[src/rtl/dmem_port_ctrl_if.sv]
// Pipeline-side bus of the data-memory port: M-stage request in, W-stage load data,
// stall and misalign back out.
interface dmem_port_ctrl_if;
    logic        MemReqM;
    logic        MemWriteM;
    logic [1:0]  MemSizeM;
    logic        MemSignedM;
    logic [31:0] AddrM;
    logic [31:0] WriteDataM;
    logic [31:0] ReadDataW;
    logic        StallM;
    logic        MisalignM;

    modport master (
        output MemReqM, MemWriteM, MemSizeM, MemSignedM, AddrM, WriteDataM,
        input  ReadDataW, StallM, MisalignM
    );

    modport slave (
        input  MemReqM, MemWriteM, MemSizeM, MemSignedM, AddrM, WriteDataM,
        output ReadDataW, StallM, MisalignM
    );
endinterface

[src/rtl/dmem_port_ctrl.sv]
// Data-RAM sequencer: pipeline loads/stores (sub-word stores by read-modify-write) plus a
// word-wide loader port. Define DMEM_STARVE_GUARD_EN to force loader grants after STARVE_MAX waits.
module dmemByteLane (
    input  logic       sel,
    input  logic [7:0] oldByte,
    input  logic [7:0] newByte,
    output logic [7:0] mergedByte
);
    assign mergedByte = sel ? newByte : oldByte;
endmodule

module dmem_port_ctrl #(
    parameter int AW         = 13,
    parameter int STARVE_MAX = 8
) (
    input  logic                 clk,
    input  logic                 rst,
    dmem_port_ctrl_if.slave      pipe,
    input  logic                 ld_req,
    input  logic                 ld_we,
    input  logic [AW-1:0]        ld_addr,
    input  logic [31:0]          ld_wdata,
    output logic                 ld_gnt,
    output logic                 ld_rvalid,
    output logic [31:0]          ld_rdata,
    output logic                 ram_we,
    output logic [AW-1:0]        ram_addr,
    output logic [31:0]          ram_wdata,
    input  logic [31:0]          ram_rdata
);
    localparam int NUM_LANES = 4;

`ifdef DMEM_STARVE_GUARD_EN
    typedef enum logic [1:0] {IDLE, RMW_WR, FORCE} state_t;
    localparam int CW = $clog2(STARVE_MAX + 1);
    logic [CW-1:0] starveCnt;
`else
    typedef enum logic [1:0] {IDLE, RMW_WR} state_t;
`endif

    typedef struct packed {
        logic [AW-1:0]          addr;
        logic [NUM_LANES-1:0]   sel;
        logic [31:0]            data;
    } rmwReq_t;

    state_t      state;
    rmwReq_t     rmw;
    logic        pipeLdPend;
    logic [1:0]  ldSize;
    logic        ldSgn;
    logic [1:0]  ldOff;
    logic [31:0] rdLast;
    logic [31:0] ldRdataQ;

    logic        isWord, isHalf, misalign, pipeGo, rmwStart;
    logic [1:0]  alignOff;
    logic [AW-1:0] pipeAddr;
    logic [31:0] rdShift, loadExt;
    logic [NUM_LANES-1:0][7:0] mergeBytes;

    assign isWord   = pipe.MemSizeM[1];
    assign isHalf   = (pipe.MemSizeM == 2'b01);
    assign alignOff = isWord ? 2'b00 : (isHalf ? {pipe.AddrM[1], 1'b0} : pipe.AddrM[1:0]);
    assign misalign = (isHalf & pipe.AddrM[0]) | (isWord & (|pipe.AddrM[1:0]));
    assign pipeAddr = pipe.AddrM[AW+1:2];

    // Lane merge for the write half of a read-modify-write
    for (genvar i = 0; i < NUM_LANES; i++) begin : gLane
        dmemByteLane uLane (
            .sel        (rmw.sel[i]),
            .oldByte    (ram_rdata[8*i +: 8]),
            .newByte    (rmw.data[8*i +: 8]),
            .mergedByte (mergeBytes[i])
        );
    end

    assign rdShift = ram_rdata >> {ldOff, 3'b000};
    always_comb begin
        loadExt = ram_rdata;
        case (ldSize)
            2'b00:   loadExt = {{24{ldSgn & rdShift[7]}},  rdShift[7:0]};
            2'b01:   loadExt = {{16{ldSgn & rdShift[15]}}, rdShift[15:0]};
            default: loadExt = ram_rdata;
        endcase
    end

    assign pipe.ReadDataW = pipeLdPend ? loadExt : rdLast;
    assign ld_rdata       = ld_rvalid ? ram_rdata : ldRdataQ;

    // RAM-facing outputs are combinational so the RAM sees the request in its own cycle;
    // everything is forced quiet while reset is asserted.
    always_comb begin
        ram_we         = 1'b0;
        ram_addr       = pipeAddr;
        ram_wdata      = pipe.WriteDataM;
        ld_gnt         = 1'b0;
        pipe.StallM    = 1'b0;
        pipe.MisalignM = 1'b0;
        pipeGo         = 1'b0;
        rmwStart       = 1'b0;
        if (rst) begin
            case (state)
                IDLE: begin
                    if (pipe.MemReqM) begin
                        pipeGo         = 1'b1;
                        pipe.MisalignM = misalign;
                        if (pipe.MemWriteM) begin
                            if (isWord) ram_we = 1'b1;
                            else begin
                                pipe.StallM = 1'b1;
                                rmwStart    = 1'b1;
                            end
                        end
                    end else if (ld_req) begin
                        ld_gnt    = 1'b1;
                        ram_addr  = ld_addr;
                        ram_we    = ld_we;
                        ram_wdata = ld_wdata;
                    end
                end
                RMW_WR: begin
                    ram_addr  = rmw.addr;
                    ram_we    = 1'b1;
                    ram_wdata = mergeBytes;
                end
`ifdef DMEM_STARVE_GUARD_EN
                FORCE: begin
                    pipe.StallM = 1'b1;
                    ld_gnt      = 1'b1;
                    ram_addr    = ld_addr;
                    ram_we      = ld_we;
                    ram_wdata   = ld_wdata;
                end
`endif
                default: ;
            endcase
        end
    end

    always_ff @(posedge clk or negedge rst) begin
        if (!rst) begin
            state      <= IDLE;
            rmw        <= '0;
            pipeLdPend <= 1'b0;
            ldSize     <= 2'b10;
            ldSgn      <= 1'b0;
            ldOff      <= 2'b00;
            rdLast     <= '0;
            ld_rvalid  <= 1'b0;
            ldRdataQ   <= '0;
`ifdef DMEM_STARVE_GUARD_EN
            starveCnt  <= '0;
`endif
        end else begin
            ld_rvalid  <= ld_gnt & ~ld_we;
            if (ld_rvalid) ldRdataQ <= ram_rdata;
            pipeLdPend <= pipeGo & ~pipe.MemWriteM;
            if (pipeGo & ~pipe.MemWriteM) begin
                ldSize <= isWord ? 2'b10 : pipe.MemSizeM;
                ldSgn  <= pipe.MemSignedM;
                ldOff  <= alignOff;
            end
            if (pipeLdPend) rdLast <= loadExt;

            case (state)
                IDLE: begin
`ifdef DMEM_STARVE_GUARD_EN
                    if (ld_gnt) starveCnt <= '0;
                    else if (ld_req && starveCnt < CW'(STARVE_MAX)) starveCnt <= starveCnt + 1'b1;
`endif
                    if (rmwStart) begin
                        state    <= RMW_WR;
                        rmw.addr <= pipeAddr;
                        rmw.sel  <= isHalf ? (4'b0011 << alignOff) : (4'b0001 << alignOff);
                        rmw.data <= isHalf ? {2{pipe.WriteDataM[15:0]}} : {4{pipe.WriteDataM[7:0]}};
                    end
`ifdef DMEM_STARVE_GUARD_EN
                    else if (ld_req && !ld_gnt && starveCnt >= CW'(STARVE_MAX - 1))
                        state <= FORCE;
`endif
                end
`ifdef DMEM_STARVE_GUARD_EN
                // The counter can only reach the limit here if it did so on the RMW issue cycle
                RMW_WR: state <= (ld_req && starveCnt >= CW'(STARVE_MAX)) ? FORCE : IDLE;
                FORCE: begin
                    state     <= IDLE;
                    starveCnt <= '0;
                end
`else
                RMW_WR: state <= IDLE;
`endif
                default: state <= IDLE;
            endcase
        end
    end
endmodule
[src/flat_wrapper.sv]
// flat-port wrapper written by rule: the top's interface ports become plain ports
module dmem_port_ctrl_flat 
#(
    parameter int AW         = 13,
    parameter int STARVE_MAX = 8
)
  (clk, rst, ld_req, ld_we, ld_addr, ld_wdata, ld_gnt, ld_rvalid, ld_rdata, ram_we, ram_addr, ram_wdata, ram_rdata, pipe_MemReqM, pipe_MemWriteM, pipe_MemSizeM, pipe_MemSignedM, pipe_AddrM, pipe_WriteDataM, pipe_ReadDataW, pipe_StallM, pipe_MisalignM);
  dmem_port_ctrl_if pipe_i ();
  input  logic clk;
  input  logic rst;
  input  logic ld_req;
  input  logic ld_we;
  input  logic [AW-1:0] ld_addr;
  input  logic [31:0] ld_wdata;
  output logic ld_gnt;
  output logic ld_rvalid;
  output logic [31:0] ld_rdata;
  output logic ram_we;
  output logic [AW-1:0] ram_addr;
  output logic [31:0] ram_wdata;
  input  logic [31:0] ram_rdata;
  input wire logic [$bits(pipe_i.MemReqM)-1:0] pipe_MemReqM;
  input wire logic [$bits(pipe_i.MemWriteM)-1:0] pipe_MemWriteM;
  input wire logic [$bits(pipe_i.MemSizeM)-1:0] pipe_MemSizeM;
  input wire logic [$bits(pipe_i.MemSignedM)-1:0] pipe_MemSignedM;
  input wire logic [$bits(pipe_i.AddrM)-1:0] pipe_AddrM;
  input wire logic [$bits(pipe_i.WriteDataM)-1:0] pipe_WriteDataM;
  output wire logic [$bits(pipe_i.ReadDataW)-1:0] pipe_ReadDataW;
  output wire logic [$bits(pipe_i.StallM)-1:0] pipe_StallM;
  output wire logic [$bits(pipe_i.MisalignM)-1:0] pipe_MisalignM;
  assign pipe_i.MemReqM = pipe_MemReqM;
  assign pipe_i.MemWriteM = pipe_MemWriteM;
  assign pipe_i.MemSizeM = pipe_MemSizeM;
  assign pipe_i.MemSignedM = pipe_MemSignedM;
  assign pipe_i.AddrM = pipe_AddrM;
  assign pipe_i.WriteDataM = pipe_WriteDataM;
  assign pipe_ReadDataW = pipe_i.ReadDataW;
  assign pipe_StallM = pipe_i.StallM;
  assign pipe_MisalignM = pipe_i.MisalignM;
  dmem_port_ctrl #(.AW(AW), .STARVE_MAX(STARVE_MAX)) u_core (.clk(clk), .rst(rst), .pipe(pipe_i), .ld_req(ld_req), .ld_we(ld_we), .ld_addr(ld_addr), .ld_wdata(ld_wdata), .ld_gnt(ld_gnt), .ld_rvalid(ld_rvalid), .ld_rdata(ld_rdata), .ram_we(ram_we), .ram_addr(ram_addr), .ram_wdata(ram_wdata), .ram_rdata(ram_rdata));
endmodule
[config.mk]
export PLATFORM = sky130hd
export DESIGN_NAME = dmem_port_ctrl_flat
export DESIGN_NICKNAME = d
export VERILOG_FILES = /design/src/rtl/dmem_port_ctrl_if.sv /design/src/rtl/dmem_port_ctrl.sv /design/src/flat_wrapper.sv
export SDC_FILE = /design/constraint.sdc
export NUM_CORES = 1
export LEC_CHECK = 0
export CAP_MARGIN = 20
export CORE_ASPECT_RATIO = 1.1
export CORE_MARGIN = 2
export CORE_UTILIZATION = 39
export DETAILED_ROUTE_END_ITERATION = 10
export GPL_ROUTABILITY_DRIVEN = 0
export GPL_TIMING_DRIVEN = 0
export MAX_ROUTING_LAYER = met4
export PLACE_DENSITY = 0.9
export SKIP_LAST_GASP = 1
export SLEW_MARGIN = 20
export SYNTH_ARGS = -nofsm -noshare
export SYNTH_HDL_FRONTEND = slang
export SYNTH_SLANG_ARGS = --single-unit
[constraint.sdc]
create_clock -name clk -period 1.6 [get_ports clk]
set_input_delay 0.24 -clock clk [delete_from_list [all_inputs] [get_ports clk]]
set_output_delay 0.24 -clock clk [all_outputs]
set_load 0.005 [all_outputs]
## Yosys cells after proc, flatten, opt, wreduce, memory -nomap -nowiden

Index checks and enable logic that the tools add are counted.

- Equality and inequality tests: 4
- Shifts and indexed selects: 3
- Multiplexer cells: 43
- Bitwise gates (word level): 9
- Reduce and logical (&&, ||, !) cells: 4

Operator list:

| operator | number |
|---|---|
| $mux W32 | 6 |
| $pmux W32 S2 | 2 |
| $mux W13 | 3 |
| $mux W8 | 4 |
| $shr A32 B5 Y16 | 1 |
| $pmux W13 S2 | 1 |
| $mux W1 | 21 |
| $mux W2 | 4 |
| $and A1 B1 Y1 | 6 |
| $eq A2 B1 Y1 const B | 3 |
| $logic_not A2 Y1 | 2 |
| $mux W4 | 1 |
| $shl A1 B2 Y4 const A | 1 |
| $shl A2 B2 Y4 const A | 1 |
| $ne A2 B2 Y1 const B | 1 |
| $not A1 Y1 | 2 |
| $pmux W1 S2 | 1 |
| $reduce_and A2 Y1 | 1 |
| $reduce_or A2 Y1 | 1 |
| $or A1 B1 Y1 | 1 |

- Register bits after elaboration: 122
- Input port bits: 150
- Output and inout port bits: 114
- Logic and storage cells: 74

## Longest topological paths before layout

Gate-level depths: netlist (run 1).

- Word-level depth: 7
- Mapped depth: 8
- Mapped depth without buffers: 5

## Cells and area by module

Synthesis (run 1) repeated with hierarchy kept, for this count alone.

- Cells, all modules: 698
- Area total of the unflattened synthesis: 6,371.1 µm²

Modules (own cells, without submodules):

| module | instances | cells each | area an instance (µm²) |
|---|---|---|---|
| dmem_port_ctrl | 1 | 662 | 5,845.6 |
| dmemByteLane | 4 | 9 | 131.4 |

## Worst setup path before layout (run 1)

No wires, ideal clock.

- Kind: reg-to-output
- From: register u_core.ldOff[1]
- To: output port pipe_ReadDataW[10]
- Arrival: 1.490 ns
- Data required time: 1.360 ns
- Path slack: -0.130 ns
- Stages on the path, launching flop included: 5
- Path buffers: 1
- Cell sequence: dfrtp_1 -> buf_6 -> mux4_2 -> a21boi_2 -> a21oi_1

- Cells in the longest elaborated chain, start to end: 4

Ends and longest elaborated chain:

| item | line | source |
|---|---|---|
| from (decl) | dmem_port_ctrl.sv:52 | `logic [1:0] ldOff;` |
| from (signal assigned) | dmem_port_ctrl.sv:162 | `ldOff <= alignOff;` |
| $shr A32 B5 Y16 (*) | dmem_port_ctrl.sv:78 | `assign rdShift = ram_rdata >> {ldOff, 3'b000};` |
| $and A1 B1 Y1 | dmem_port_ctrl.sv:82 | `2'b00: loadExt = {{24{ldSgn & rdShift[7]}}, rdShift[7:0]};` |
| $pmux W32 S2 (*) | dmem_port_ctrl.sv:81 | `case (ldSize)` |
| $mux W32 (*) | dmem_port_ctrl.sv:88 | `assign pipe.ReadDataW = pipeLdPend ? loadExt : rdLast;` |
| to (decl) | flat_wrapper.sv:28 | `output wire logic [$bits(pipe_i.ReadDataW)-1:0] pipe_ReadDataW;` |

Mark *: on every way between the ends. The rest lies on a longest branch, timed or not.

## Worst setup path after layout (run 1)

- From: register u_core.ldOff[1]
- To: output port pipe_ReadDataW[24]

- Cells in the longest elaborated chain, start to end: 4
- Elaborated cells between the ends (all ways): 5
- Those cells by class: shift: 1; mux: 2; bitwise: 2

Ends and longest elaborated chain:

| item | line |
|---|---|
| $shr A32 B5 Y16 (*) | dmem_port_ctrl.sv:78 |
| $and A1 B1 Y1 (on tied branches) | dmem_port_ctrl.sv:83, dmem_port_ctrl.sv:82 |
| $pmux W32 S2 (*) | dmem_port_ctrl.sv:81 |
| $mux W32 (*) | dmem_port_ctrl.sv:88 |

Marked as above.

==> reports/results.tsv, run 1 <==
metric	value	unit
outcome	complete, but fails checks	
violations	negative setup slack	
min_path_type	input pin to register	
critical_path.startpoint_type	register	
timing.final.ws_setup	-805	ps
antennaDiodeCount	0	
drt_first_pass_iters	5	
synth_top_cell_by_area	dfrtp_1	
cp_max_fo	5	
layout.cells.non_filler	1230	
die-height	134	um
fin_total_pwr	11.1	mW
post_synth_edffs	0	
detailed_place.area	0.00874	mm^2
setup-violations-final	179	
cells_after_dpl	1093	
tightest_slew	770	ps
final_worst_clock_skew	11.5	ps
most-common-layout-cells	clkdlybuf4s50_1, dfrtp_1, buf_6, buf_2, nand2_1	
timing_worst_setup_path_type	register to output port	
dieArea	0.0164	mm^2
initial_core_utilization	39.9	%
flow.area_growth_from_synthesis	104	%
wl_per_cell	29.7	um
worst_setup_hold_path_clk_slew	80	ps
report.final.slew_viol_count	0	
die_w	122	um
drv.max_cap_violation_count	0	
cts.root.buffer_cell	clkbuf_16	
r2r_slack	-310	ps
post_route_cells_drive_above_1_share	55.4	%
synth-main-ff-cell	dfrtp_1	
grt_max_degree	29	
remaining_number_of_nets_flagged_by_the_antenna_check_after_routing	0	
cell_area_synth	0.00600	mm^2
layout.core_utilization	81.3	%
grt-ovfl-total	0	
total_leakage_power	5.46	nW
crit_arrival	2170	ps
critical-path-slowest-cell	dfrtp_2	
netlist.area_leader.share	43.4	%
power.density	905	mW/mm^2
synth.yosys.seq_area_share	43.8	%
layout.nets	1179	
drc	0	
ys_types	44	
numClockSinks	105	
placement.io_buffers	246	
detailedPlacementHpwl	18300	um
synthTopCellsByArea	dfrtp_1, mux2_2, nand2_1, o22ai_1, mux2i_1	
postRouteWirelength	36500	um
cpPeakStageDelay	440	ps
cts_tree	built	
finish.instance_area	0.0122	mm^2
critical_path.n_buffers_inverters	3	
postSynthRegisterBits	105	
worstPathRequired	1360	ps
mostFrequentLayoutCell	clkdlybuf4s50_1	
cts_made_buffers	9	
cts_htree_levels	3	
async_flop_share	100	%
maxSlewHeadroom	48.5	%
crit_chain	buf_4, and3b_1, o21ai_1, a21oi_4, buf_6, a311o_1, buf_2	
antenna_found_initial	0	
cts_buffer_depth	2	
finalHoldViolCount	0	
grt_setup_unrepaired	yes	
clock_latency	360	ps
instance_count_of_the_mapped_netlist	650	
grt_pass1_wl	45800	um
vdd_drop_max	0.000685	V
critical_path.top_delay_family	compound AO/OA/AOI/OAI gates	
syn-mean-instance-area	9.23	um^2
boundaryPins	264	
row_count	47	
storage_element_area	0.00264	mm^2
synthesis.nets	800	
vias	8146	
finalCritPeriodShare	150	%
final.fill_count	755	
grt_usage	38.7	%
maxClockFrequency	416	MHz
yosysWarnings	0	
timing.final.crit_period	2410	ps
via_count_of_the_first_global_routing_pass	7828	
multi_input_area	0.00460	mm^2
drt_iter0_markers	993	
route.detailed.vias_per_inst	6.62	
worst_setup_path_end_kind	output port	
design.core.area	0.0151	mm^2
metrics by stage:
stage / setup slack (ps) / setup TNS [ps] / hold WS (ps)
2_1_floorplan: -87.3 / -1420 / -55.6
3_3_place_gp: -4960 / -851750 / 463
3_5_place_dp: -1480 / -145930 / 235
4_1_cts: -734 / -48980 / 1.09
5_1_grt: -839 / -63670 / 354
6_report: -805 / -58780 / 364
cell usage after synthesis (15+ instances only):
master	count
a21oi_1	55
a311o_1	16
clkbuf_1	34
dfrtp_1	104
mux2_2	50
mux2i_1	30
nand2_1	117
nor2_1	34
nor2b_1	18
o21ai_0	15
o22ai_1	62
o31ai_1	15
worst paths after layout:
kind	from	endpoint	depth (start not counted)
worst max-delay path	u_core.ldOff[1]	pipe_ReadDataW[24]	7
worst min-delay path	pipe_AddrM[1]	u_core.rmw[33]	2
worst max register to register	u_core.ldOff[1]	u_core.rdLast[28]	7
worst min register to register	u_core.ldRdataQ[26]	u_core.ldRdataQ[26]	1
max in group asynchronous	rst	u_core.ldSize[0]	3
min in group asynchronous	rst	u_core.state[0]	2
layout make-up:
| type | count | share of cell area (%) |
|---|---|---|
| inverter | 13 | 0.603 |
| multi-input combinational | 473 | 37.5 |
| tap | 196 | 2.00 |
| clock buffer | 11 | 2.06 |
| timing repair buffer | 384 | 31.4 |
| buffer | 43 | 4.19 |
| clock inverter | 5 | 0.633 |
| sequential | 105 | 21.5 |
worst reg2reg max path, cell delays in order, from the launching register on:
cell	delay, ps
dfrtp_2	440
buf_4	130
and3b_1	190
o21ai_1	280
a21oi_4	150
buf_6	160
a311o_1	300
buf_4	150
repair_timing:
item | in CTS | in global routing
pin swaps | 71 | 76
setup endpoints to repair | 214 | 186
hold buffers | 6 | 1
cloned | 11 | 8
endpoints found under the hold margin | 52 | 2
setup buffers | 96 | 41
gates resized for setup | 784 | 289
flip-flops by register name, indices dropped and copies added (netlist names):
register,count
u_core.ldOff,2
u_core.ldRdataQ,32
u_core.ldSgn,1
u_core.ldSize,2
u_core.ld_rvalid,1
u_core.pipeLdPend,1
u_core.rdLast,32
u_core.rmw,33
u_core.state,1
routing by layer:
layer | vias to the layer above | share of wire (%) | global-route usage (%) | routed length, um
met2 | 823 | 48 | 64.1 | 17600
met4 | 0 | 8.6 | 25.2 | 3150
met1 | 3946 | 33 | 40.8 | 11900
li1 | 3111 | - | - | -
met5 | - | 0 | - | 0
met3 | 266 | 11 | 9.52 | 3870
where the power goes:
group	switching, mW	internal [mW]	leakage [nW]
Clock	1.10	1.46	0.162
Combinational	2.27	2.61	4.01
Sequential	0.436	3.21	1.29
cell families (layout without fill, tap and decap cells):
family                 Yosys count  after routing  synth area share, %
AO/OA/AOI/OAI                  205            205                 22.3
AND/OR/NAND/NOR                185            185                 13.4
buffers and inverters           72            456                 5.32
multiplexers                    82             82                 15.0
XOR/XNOR                         1              1                0.146
flip-flops                     105            105                 43.8
Power figures use the tool's default switching activity.
==> inputs of run 2 (changes only) <==
- GPL_TIMING_DRIVEN: 0 -> default
==> run 2 against run 1 <==
Against the previous run:
- the flow still finishes with violations (negative setup slack)
- sequential cell count stayed put
- via count is 0.79% lower
- first-iteration DRC count is 17% lower
- sequential power hardly changed
- cell count is 4.3% higher
- critical endpoint is now pipe_ReadDataW[6]
- largest cell class is now buffers
- largest power group unchanged
- highest routed layer unchanged
==> reports/results.tsv, run 2 (synthesis results as in run 1) <==
metric	value	unit	change
cts_htree_levels	3		unchanged
grt_pass1_wl	47900	um	was 45800 um
intPower	7.11	mW	was 7.27 mW
registers.top_by_ff_count	u_core.rmw		unchanged
power.net_switching	3.79	mW	was 3.80 mW
reg.largest.list	u_core.rmw (33), u_core.ldRdataQ (32), u_core.rdLast (32)		unchanged
cts_made_buffers	9		unchanged
cts.root.buffer_cell	clkbuf_16		unchanged
multi_input_area	0.00457	mm^2	was 0.00460 mm^2
dieArea	0.0164	mm^2	unchanged
clock_power_share	21.4	%	was 23.1%
critical_path.reg2reg.endpoint	u_core.rmw[33]		was u_core.rdLast[28]
setup-violations-final	181		was 179
fin_total_pwr	10.9	mW	was 11.1 mW
die-height	134	um	unchanged
initial_core_utilization	39.9	%	unchanged
die_w	122	um	unchanged
timing_worst_setup_path_type	register to output port		unchanged
mostFrequentLayoutCell	clkdlybuf4s50_1		unchanged
timing.final.ws_setup	-856	ps	was -805 ps
detailedPlacementHpwl	18800	um	was 18300 um
largest_register_ffs	33		unchanged
grt_max_degree	56		was 29
postRouteWirelength	36000	um	was 36500 um
cts_tree	built		unchanged
worstPathRequired	1360	ps	about the same
layout.nets	1232		was 1179
drc	0		unchanged
design.core.area	0.0151	mm^2	unchanged
worst_setup_path_end_kind	output port		unchanged
grt_setup_unrepaired	yes		unchanged
numClockSinks	105		unchanged
maxClockFrequency	407	MHz	was 416 MHz
clock_latency	360	ps	about the same
min_path_type	input pin to async pin		was input pin to register
most-common-layout-cells	clkdlybuf4s50_1, buf_4, dfrtp_1, buf_6, buf_2		was clkdlybuf4s50_1, dfrtp_1, buf_6, buf_2, nand2_1
cp_max_fo	8		was 5
via_count_of_the_first_global_routing_pass	8127		was 7828
drt_iter0_markers	823		was 993
grt_usage	40.4	%	was 38.7%
final.fill_count	742		was 755
finalCritPeriodShare	154	%	was 150%
worst_setup_hold_path_clk_slew	70	ps	was 80 ps
flow.area_growth_from_synthesis	108	%	was 104%
timing.final.crit_period	2460	ps	was 2410 ps
crit_arrival	2220	ps	was 2170 ps
vdd_drop_max	0.000657	V	was 0.000685 V
crit-reg2reg-launch	u_core.state[0]		was u_core.ldOff[1]
placement.io_buffers	246		unchanged
switching_share	34.7	%	was 34.3%
outcome	complete, but fails checks		unchanged
storage_element_area	0.00263	mm^2	was 0.00264 mm^2
finish.instance_area	0.0125	mm^2	was 0.0122 mm^2
ff2ff_path_depth	7		unchanged
route.detailed.vias_per_inst	6.30		was 6.62
detailed_place.area	0.00941	mm^2	was 0.00874 mm^2
antennaDiodeCount	0		unchanged
cts_buffer_depth	2		unchanged
r2r_slack	-390	ps	was -310 ps
violations	negative setup slack		unchanged
finalHoldViolCount	0		unchanged
row_count	47		unchanged
antenna_found_initial	0		unchanged
drv.max_cap_violation_count	0		unchanged
drt_first_pass_iters	5		unchanged
maxSlewHeadroom	50.2	%	was 48.5%
boundaryPins	264		unchanged
wl_per_cell	28.1	um	was 29.7 um
p_seq_share	33.4	%	was 32.9%
critical_path.startpoint_type	register		unchanged
grt-ovfl-total	0		unchanged
post_route_cells_drive_above_1_share	56.4	%	was 55.4%
total_leakage_power	5.70	nW	was 5.46 nW
final.setup.tns	-67170	ps	was -58780 ps
tightest_slew	726	ps	was 770 ps
final_worst_clock_skew	10.8	ps	was 11.5 ps
combPwrFrac	45.2	%	was 44.0%
remaining_number_of_nets_flagged_by_the_antenna_check_after_routing	0		unchanged
vias	8082		was 8146
power.density	872	mW/mm^2	was 905 mW/mm^2
report.final.slew_viol_count	0		unchanged
run 2: cell types whose count changed in the layout (fill, tap and decap cells not counted), sizes merged, moves of 2 or more:
cell           delta
clkdlybuf4s50     +4
dlygate4sd3       -3
buf              +78
clkbuf           -25
bufbuf            -4
dlygate4sd2       +2
run 2: power groups by stage:
stage | sequential [mW] | clock [mW] | combinational [mW]
2_1_floorplan | 3.40 | 0 | 1.46
3_3_place_gp | 3.49 | 0 | 3.48
3_5_place_dp | 3.53 | 0 | 3.58
4_1_cts | 3.52 | 2.32 | 4.21
5_1_grt | 3.66 | 2.45 | 5.14
6_report | 3.64 | 2.33 | 4.93
run 2: worst max-delay path: stages (launching register included):
cell,delay [ps]
dfrtp_2,490
nor2_1,300
buf_4,180
nor2_1,40
buf_4,150
o221ai_1,230
o21ai_0,170
dlygate4sd2_1,300
run 2: timing repair:
item                                   4_1_cts  5_1_grt
hold buffers                                 3        0
setup endpoints to repair                  173      186
setup buffers                               77       49
pin swaps                                   63       94
resized for setup                          716      246
cloned                                      18        3
endpoints found under the hold margin       11        0
run 2: final cells by class:
class	count	area share, %
timing repair buffer	478	37.6
multi-input combinational	475	36.5
sequential	105	21.1
clock buffer	10	1.91
clock inverter	6	0.460
tap	196	1.96
inverter	13	0.511
run 2: metal layers:
| metal | wire length [um] | GRT usage (%) |
|---|---|---|
| met1 | 12200 | 43.6 |
| met2 | 17400 | 65.5 |
| met3 | 3400 | 10.7 |
| met5 | 0 | - |
| met4 | 3020 | 25.7 |
run 2: worst max-delay path by stage:
stage | depth (start not counted) | slack (ps) | end | from
final | 7 | -860 | pipe_ReadDataW[6] | u_core.ldOff[0]
after global routing | 7 | -900 | pipe_ReadDataW[6] | u_core.ldOff[0]
after CTS | 6 | -840 | pipe_ReadDataW[25] | u_core.ldOff[1]
after detailed placement | 6 | -1000 | pipe_ReadDataW[23] | ram_rdata[15]
after global placement | 5 | -950 | pipe_ReadDataW[24] | ram_rdata[23]
after floorplan | 4 | -90 | pipe_ReadDataW[10] | u_core.ldOff[1]
run 2: through the flow:
stage | worst slack (ps) | util [%] | instances | hold slack, ps
floorplan | -87.3 | - | 650 | -55.6
global placement | -954 | 62.5 | 1146 | 192
detailed placement | -1000 | 62.5 | 1146 | 192
CTS | -841 | 76.8 | 1259 | 42.6
global route | -899 | 83.0 | 1283 | 70.1
finish | -856 | 83.0 | 1283 | 71.4
